`src/rtl/jugador_pkg.sv`:
```
// Shared definitions for the player command generator.
// Holds the FSM state encoding, the direction codes used on dir_activa
// and the default timing constants (25 MHz board clock).
// Optional feature macro used by the design: CONTROL_JUGADOR_ACCEL_EN.
package jugador_pkg;

  typedef enum logic [1:0] {
    IDLE   = 2'd0,
    DELAY  = 2'd1,
    REPEAT = 2'd2
  } state_t;

  localparam logic [1:0] DIR_NONE = 2'b00;
  localparam logic [1:0] DIR_DER  = 2'b01;
  localparam logic [1:0] DIR_IZQ  = 2'b10;

  localparam int DEF_CNT_W           = 24;
  localparam int DEF_DEBOUNCE_CYCLES = 250000;
  localparam int DEF_REPEAT_DELAY    = 6250000;
  localparam int DEF_REPEAT_PERIOD   = 625000;
  localparam int DEF_ACCEL_AFTER     = 8;

endpackage

```
`src/rtl/control_jugador_antirrebote.sv`:
```
// antirrebote: 2-FF synchroniser followed by a debounce counter.
// Ports:
//   clk     - system clock
//   reset   - synchronous, active-high reset
//   btn_in  - raw asynchronous button level
//   btn_out - debounced level, changes 2 + DEBOUNCE_CYCLES cycles after
//             a stable raw change
module antirrebote #(
  parameter int CNT_W           = 24,
  parameter int DEBOUNCE_CYCLES = 250000
) (
  input  logic clk,
  input  logic reset,
  input  logic btn_in,
  output logic btn_out
);

  logic             sync1_q, sync2_q;
  logic             level_q, level_d;
  logic [CNT_W-1:0] cnt_q, cnt_d;

  localparam logic [CNT_W-1:0] CNT_LAST = CNT_W'(DEBOUNCE_CYCLES - 1);

  // The counter only runs while the synced level disagrees with the accepted
  // level; any agreement restarts it, so only an unbroken run is accepted.
  always_comb begin
    level_d = level_q;
    cnt_d   = '0;
    if (sync2_q != level_q) begin
      if (cnt_q == CNT_LAST) begin
        level_d = sync2_q;
      end else begin
        cnt_d = cnt_q + 1'b1;
      end
    end
  end

  // Synchroniser chain and debounce state.
  always_ff @(posedge clk) begin
    if (reset) begin
      sync1_q <= 1'b0;
      sync2_q <= 1'b0;
      level_q <= 1'b0;
      cnt_q   <= '0;
    end else begin
      sync1_q <= btn_in;
      sync2_q <= sync1_q;
      level_q <= level_d;
      cnt_q   <= cnt_d;
    end
  end

  assign btn_out = level_q;

endmodule

```
`src/rtl/control_jugador.sv`:
```
// control_jugador: turns the raw right/left push-buttons into one-cycle
// der/izq move pulses for the player block, with auto-repeat while held.
// Ports:
//   clk, reset          - clock and synchronous active-high reset
//   btn_der, btn_izq    - raw asynchronous buttons
//   espacioAr/espacioAb - room flags from the player block (right/left)
//   der, izq            - registered one-cycle move pulses
//   dir_activa          - registered debounced direction (00/01/10)
// Optional feature: define CONTROL_JUGADOR_ACCEL_EN to halve the repeat
// period after ACCEL_AFTER repeat pulses.
module control_jugador
  import jugador_pkg::*;
#(
  parameter int CNT_W           = DEF_CNT_W,
  parameter int DEBOUNCE_CYCLES = DEF_DEBOUNCE_CYCLES,
  parameter int REPEAT_DELAY    = DEF_REPEAT_DELAY,
  parameter int REPEAT_PERIOD   = DEF_REPEAT_PERIOD
`ifdef CONTROL_JUGADOR_ACCEL_EN
  , parameter int ACCEL_AFTER   = DEF_ACCEL_AFTER
`endif
) (
  input  logic       clk,
  input  logic       reset,
  input  logic       btn_der,
  input  logic       btn_izq,
  input  logic       espacioAr,
  input  logic       espacioAb,
  output logic       der,
  output logic       izq,
  output logic [1:0] dir_activa
);

  localparam logic [CNT_W-1:0] DELAY_RELOAD  = CNT_W'(REPEAT_DELAY - 1);
  localparam logic [CNT_W-1:0] PERIOD_RELOAD = CNT_W'(REPEAT_PERIOD - 1);

  logic             derDeb, izqDeb;
  logic [1:0]       dirNow;
  state_t           state_q, state_d;
  logic [1:0]       dirLatch_q, dirLatch_d, dirActiva_q;
  logic [CNT_W-1:0] timer_q, timer_d, reload;
  logic             der_q, der_d, izq_q, izq_d, emit;

  antirrebote #(.CNT_W(CNT_W), .DEBOUNCE_CYCLES(DEBOUNCE_CYCLES)) uDebDer (
    .clk(clk), .reset(reset), .btn_in(btn_der), .btn_out(derDeb)
  );

  antirrebote #(.CNT_W(CNT_W), .DEBOUNCE_CYCLES(DEBOUNCE_CYCLES)) uDebIzq (
    .clk(clk), .reset(reset), .btn_in(btn_izq), .btn_out(izqDeb)
  );

  // Both buttons together cancel each other out.
  always_comb begin
    dirNow = DIR_NONE;
    if (derDeb && !izqDeb) dirNow = DIR_DER;
    if (izqDeb && !derDeb) dirNow = DIR_IZQ;
  end

`ifdef CONTROL_JUGADOR_ACCEL_EN
  localparam int HALF_PERIOD = ((REPEAT_PERIOD >> 1) > 0) ? (REPEAT_PERIOD >> 1) : 1;
  localparam logic [CNT_W-1:0] FAST_RELOAD = CNT_W'(HALF_PERIOD - 1);
  localparam logic [CNT_W-1:0] ACCEL_LIM   = CNT_W'(ACCEL_AFTER);

  logic [CNT_W-1:0] accelCnt_q, accelCnt_d;

  // The count seen here excludes the pulse being emitted now, so the first
  // ACCEL_AFTER repeat pulses are still followed by the full period.
  assign reload = (accelCnt_q >= ACCEL_LIM) ? FAST_RELOAD : PERIOD_RELOAD;
`else
  assign reload = PERIOD_RELOAD;
`endif

  // State register plus every other registered value.
  always_ff @(posedge clk) begin
    if (reset) begin
      state_q     <= IDLE;
      dirLatch_q  <= DIR_NONE;
      dirActiva_q <= DIR_NONE;
      timer_q     <= '0;
      der_q       <= 1'b0;
      izq_q       <= 1'b0;
`ifdef CONTROL_JUGADOR_ACCEL_EN
      accelCnt_q  <= '0;
`endif
    end else begin
      state_q     <= state_d;
      dirLatch_q  <= dirLatch_d;
      dirActiva_q <= dirNow;
      timer_q     <= timer_d;
      der_q       <= der_d;
      izq_q       <= izq_d;
`ifdef CONTROL_JUGADOR_ACCEL_EN
      accelCnt_q  <= accelCnt_d;
`endif
    end
  end

  // Next-state logic: any change of direction (release, cancel or swap)
  // drops back to IDLE, which gives a swap its fresh first pulse.
  always_comb begin
    state_d = state_q;
    unique case (state_q)
      IDLE: begin
        if (dirNow != DIR_NONE) state_d = DELAY;
      end
      DELAY, REPEAT: begin
        if (dirNow != dirLatch_q) state_d = IDLE;
        else if (timer_q == '0)   state_d = REPEAT;
      end
      default: state_d = IDLE;
    endcase
  end

  // Output and datapath logic. A pulse blocked by a room flag still reloads
  // the timer, so the repeat cadence is never restarted by a wall.
  always_comb begin
    emit       = 1'b0;
    dirLatch_d = dirLatch_q;
    timer_d    = timer_q;
`ifdef CONTROL_JUGADOR_ACCEL_EN
    accelCnt_d = accelCnt_q;
`endif
    unique case (state_q)
      IDLE: begin
        if (dirNow != DIR_NONE) begin
          emit       = 1'b1;
          dirLatch_d = dirNow;
          timer_d    = DELAY_RELOAD;
        end
      end
      DELAY, REPEAT: begin
        if (dirNow != dirLatch_q) begin
          dirLatch_d = DIR_NONE;
          timer_d    = '0;
`ifdef CONTROL_JUGADOR_ACCEL_EN
          accelCnt_d = '0;
`endif
        end else if (timer_q == '0) begin
          emit    = 1'b1;
          timer_d = reload;
`ifdef CONTROL_JUGADOR_ACCEL_EN
          if (accelCnt_q < ACCEL_LIM) accelCnt_d = accelCnt_q + 1'b1;
`endif
        end else begin
          timer_d = timer_q - 1'b1;
        end
      end
      default: begin
        dirLatch_d = DIR_NONE;
        timer_d    = '0;
      end
    endcase
    der_d = emit && (dirLatch_d == DIR_DER) && espacioAr;
    izq_d = emit && (dirLatch_d == DIR_IZQ) && espacioAb;
  end

  assign der        = der_q;
  assign izq        = izq_q;
  assign dir_activa = dirActiva_q;

endmodule

```
`config.mk`:
```
export PLATFORM = sky130hd
export DESIGN_NAME = control_jugador
export DESIGN_NICKNAME = d
export VERILOG_FILES = /design/src/rtl/jugador_pkg.sv /design/src/rtl/control_jugador_antirrebote.sv /design/src/rtl/control_jugador.sv
export SDC_FILE = /design/constraint.sdc
export NUM_CORES = 1
export LEC_CHECK = 0
export BUFFER_PORTS_ARGS = -buffer_cell sky130_fd_sc_hd__buf_4
export CORE_MARGIN = 2
export CORE_UTILIZATION = 55
export CTS_CLUSTER_DIAMETER = 100
export DETAILED_ROUTE_END_ITERATION = 12
export GPL_TIMING_DRIVEN = 0
export PLACE_DENSITY = 0.78
export SLEW_MARGIN = 10
export SYNTH_ARGS = -nofsm -noshare
export SYNTH_HDL_FRONTEND = slang
export SYNTH_HIERARCHICAL = 1
export SYNTH_SLANG_ARGS = --single-unit
```
`constraint.sdc`:
```
create_clock -name clk -period 3 [get_ports clk]
set_input_delay 0.45 -clock clk [delete_from_list [all_inputs] [get_ports clk]]
set_output_delay 0.45 -clock clk [all_outputs]
set_load 0.01 [all_outputs]
```
==> metrics.txt <==
CTS resizes=0; vias post-DR=3901; element type at the critical path start=flop; Synth Area in Compound Gates=17.2%; Synthesis Warnings=6; IO Port Bufs=9; Pleak=1.62 nW; status=finished, final reports clean; initial drt markers=258; chip width=92.9 um; CP Capture Type=flop; syn avg cell area=8.55 sq um; Worst Tran Pin Value=0.666 ns; largest family of logic cells by synthesized area=simple AND/OR/NAND/NOR gates; adder-cell share of the synthesized area=2.02%; DRC errors left=0; number of enable flip-flop cells after synthesis=0; Worst path slowest cell=a211oi_2; unrepaired setup endpoints after global routing=no; Max Cap Viol=0; flop2flop setup slack=0.24 ns; post-synthesis mux area share=0.518%; die height=92.9 um; hold buffer count at cts=0; Fin. Hold Viols=0; initial core utilization=56.5%; most frequent cells in the layout=86 x dfxtp_1, 56 x nor2_1, 43 x a21oi_1; fin nets=541; Final period util=92.0%; post-synthesis xor/xnor area fraction=6.45%; CP Depth=8; H-tree levels=3; post-synthesis simple-gate area fraction=29.7%; postcts setup bufs=0; Place WS=0.386 ns; Inserted Clock Buffers=9; largest net degree at the start of global routing=16; CORE AREA=7690 sq um; Fmax=362 MHz; worst skew pair latency=0.35 ns; WP data arrival=3.05 ns; Async S/R FF share, synth=0%; Die ar.=8630 sq um; ANT nets after route=0; RR Startpoint=uDebDer/btn_out; Max Buffers Root-to-Sink=2; Critical Path Source=uDebDer/btn_out; R2R depth=8; crit path kind=flop to flop; root buffer selected by CTS=clkbuf_8; Final TNS setup=0 ns; Syn Inst Count=508; cell chain of the critical path=inv_1 > ha_1 > buf_2 > a21oi_1 > nand4_1 > a211oi_2 > or3b_1 > nand3_1; delay-heaviest family, CP=compound AO/OA/AOI/OAI gates; routability cong.=0.902; GRT Util Overall=23.1%; final worst slack=0.241 ns; max_slew headroom=55.2%; most common cell after layout, fill and taps aside=dfxtp_1; overall routed net length=9.50 mm; Peak VDD IR=0.000236 V; ANT cells=0; initial antenna violation count=0; Post-DP HPWL=6.59 mm; number of global-route vias before repair=3657; Crit path buffers/inverters=2; CTS tree=built; Unique masters post-synth=61; Synth Flop Type=dfxtp_1; Post-Syn Nets=521; Pwr per Cell Area=469 nW/um^2; Worst Path Max Fanout=10; final worst path period need=2.76 ns; Worst Hold Class=primary input to flop; post-DR wirelength/cell=15.0 um; Synth Register Bits=86; CP peak stage delay=0.63 ns; Worst Skew=0.00823 ns; register area share after synthesis=39.6%; clock sink total=86; mapped cell area=4340 sq um; Reg clk slew, reported paths=0.09 ns; RR Endpoint=timer_q[20]; drt via density=6.14; row count=32; first-pass GRT wire length=16.4 mm; overall power=2.22 mW; CP endpoint=timer_q[20]; Crit path required time=3.29 ns; max-slew violations=0; share of layout cells above drive strength 1=12.2%; IO Pins=10; Layout area overhead=8.67%; final setup violating endpoints=0; first-pass detailed-route iteration total=6; grt total ovfl=0
cells in the mapped netlist, types with 11 or more instances:
cell type   n  area share [%]
nor2_1     56             4.8
xnor2_1    17             3.4
o21ai_0    15             1.7
a21oi_1    43             5.0
nand4_1    16             2.3
inv_1      15             1.3
xor2_1     15             3.0
o31ai_1    17             2.9
nand2_1    25             2.2
nand3_1    29             3.3
or4_1      14             2.4
clkbuf_1   11            0.95
nor4_1     11             1.6
dfxtp_1    86              40
cell families (layout without fill, tap and decap cells):
kind of cell	count (synthesis)	in the layout
multiplexers	2	2
XOR/XNOR	32	32
AO/OA/AOI/OAI	116	116
AND/OR/NAND/NOR	225	225
adder cells (fa/ha/maj)	7	7
flip-flops	86	86
buffers and inverters	40	65
sequential cells by signal, indices dropped and copies added (netlist names), 2 cells and up:
name and count:
dirLatch_q 2, dir_activa 2, state_q 2, timer_q 24
uDebDer/cnt_q 24, uDebIzq/cnt_q 24
power breakdown:
group	switching, mW	internal (mW)
Sequential	0.0163	1.15
Combinational	0.181	0.106
Clock	0.429	0.328
Total	0.627	1.59
per-layer routing:
metal | GRT usage (%) | up-vias | part of all wire, %
met3 | 3.91 | 16 | 5.8
li1 | - | 1911 | -
met1 | 31.4 | 1826 | 48
met2 | 36.1 | 148 | 45
met4 | 10.4 | 0 | 1.7
met5 | 0 | - | 0
worst min path at each step:
stage          slack, ns               to  cells past startpoint            start
2_1_floorplan       0.41  uDebDer/sync2_q                      1  uDebDer/sync1_q
3_3_place_gp        0.42  uDebDer/sync2_q                      1  uDebDer/sync1_q
3_5_place_dp        0.42  uDebIzq/sync2_q                      1  uDebIzq/sync1_q
4_1_cts             0.32  uDebIzq/sync1_q                      2          btn_izq
5_1_grt             0.32  uDebDer/btn_out                      2            reset
6_report            0.32  uDebDer/btn_out                      2            reset
per-stage QoR:
stage                     hold slack [ns]  std cells  utilization (%)  area (sq um)
final                               0.324        635             61.4          4720
after floorplan                     0.414        508                -          4340
after global placement              0.416        619             59.0          4540
after CTS                           0.318        635             61.4          4720
after detailed placement            0.424        619             59.0          4540
after global routing                0.316        635             61.4          4720
worst reg2reg max path, delay by kind of cell (launching register included):
| family | cells | cell delay, ns |
|---|---|---|
| simple gates | 3 | 0.88 |
| compound gates | 2 | 0.90 |
| flops | 1 | 0.40 |
| buf+inv | 2 | 0.24 |
| fa+ha+maj | 1 | 0.28 |
cell type report:
cell class	instances	area, sq um
clock buffers	10	138
fillers	681	2970
repair buffers	9	67.6
flip-flops and latches	86	1720
inverters	15	56.3
clock inverters	6	43.8
well taps	102	128
plain buffers	25	139
multi-input cells	382	2430
Note: power is estimated with default switching activity, not from simulation.
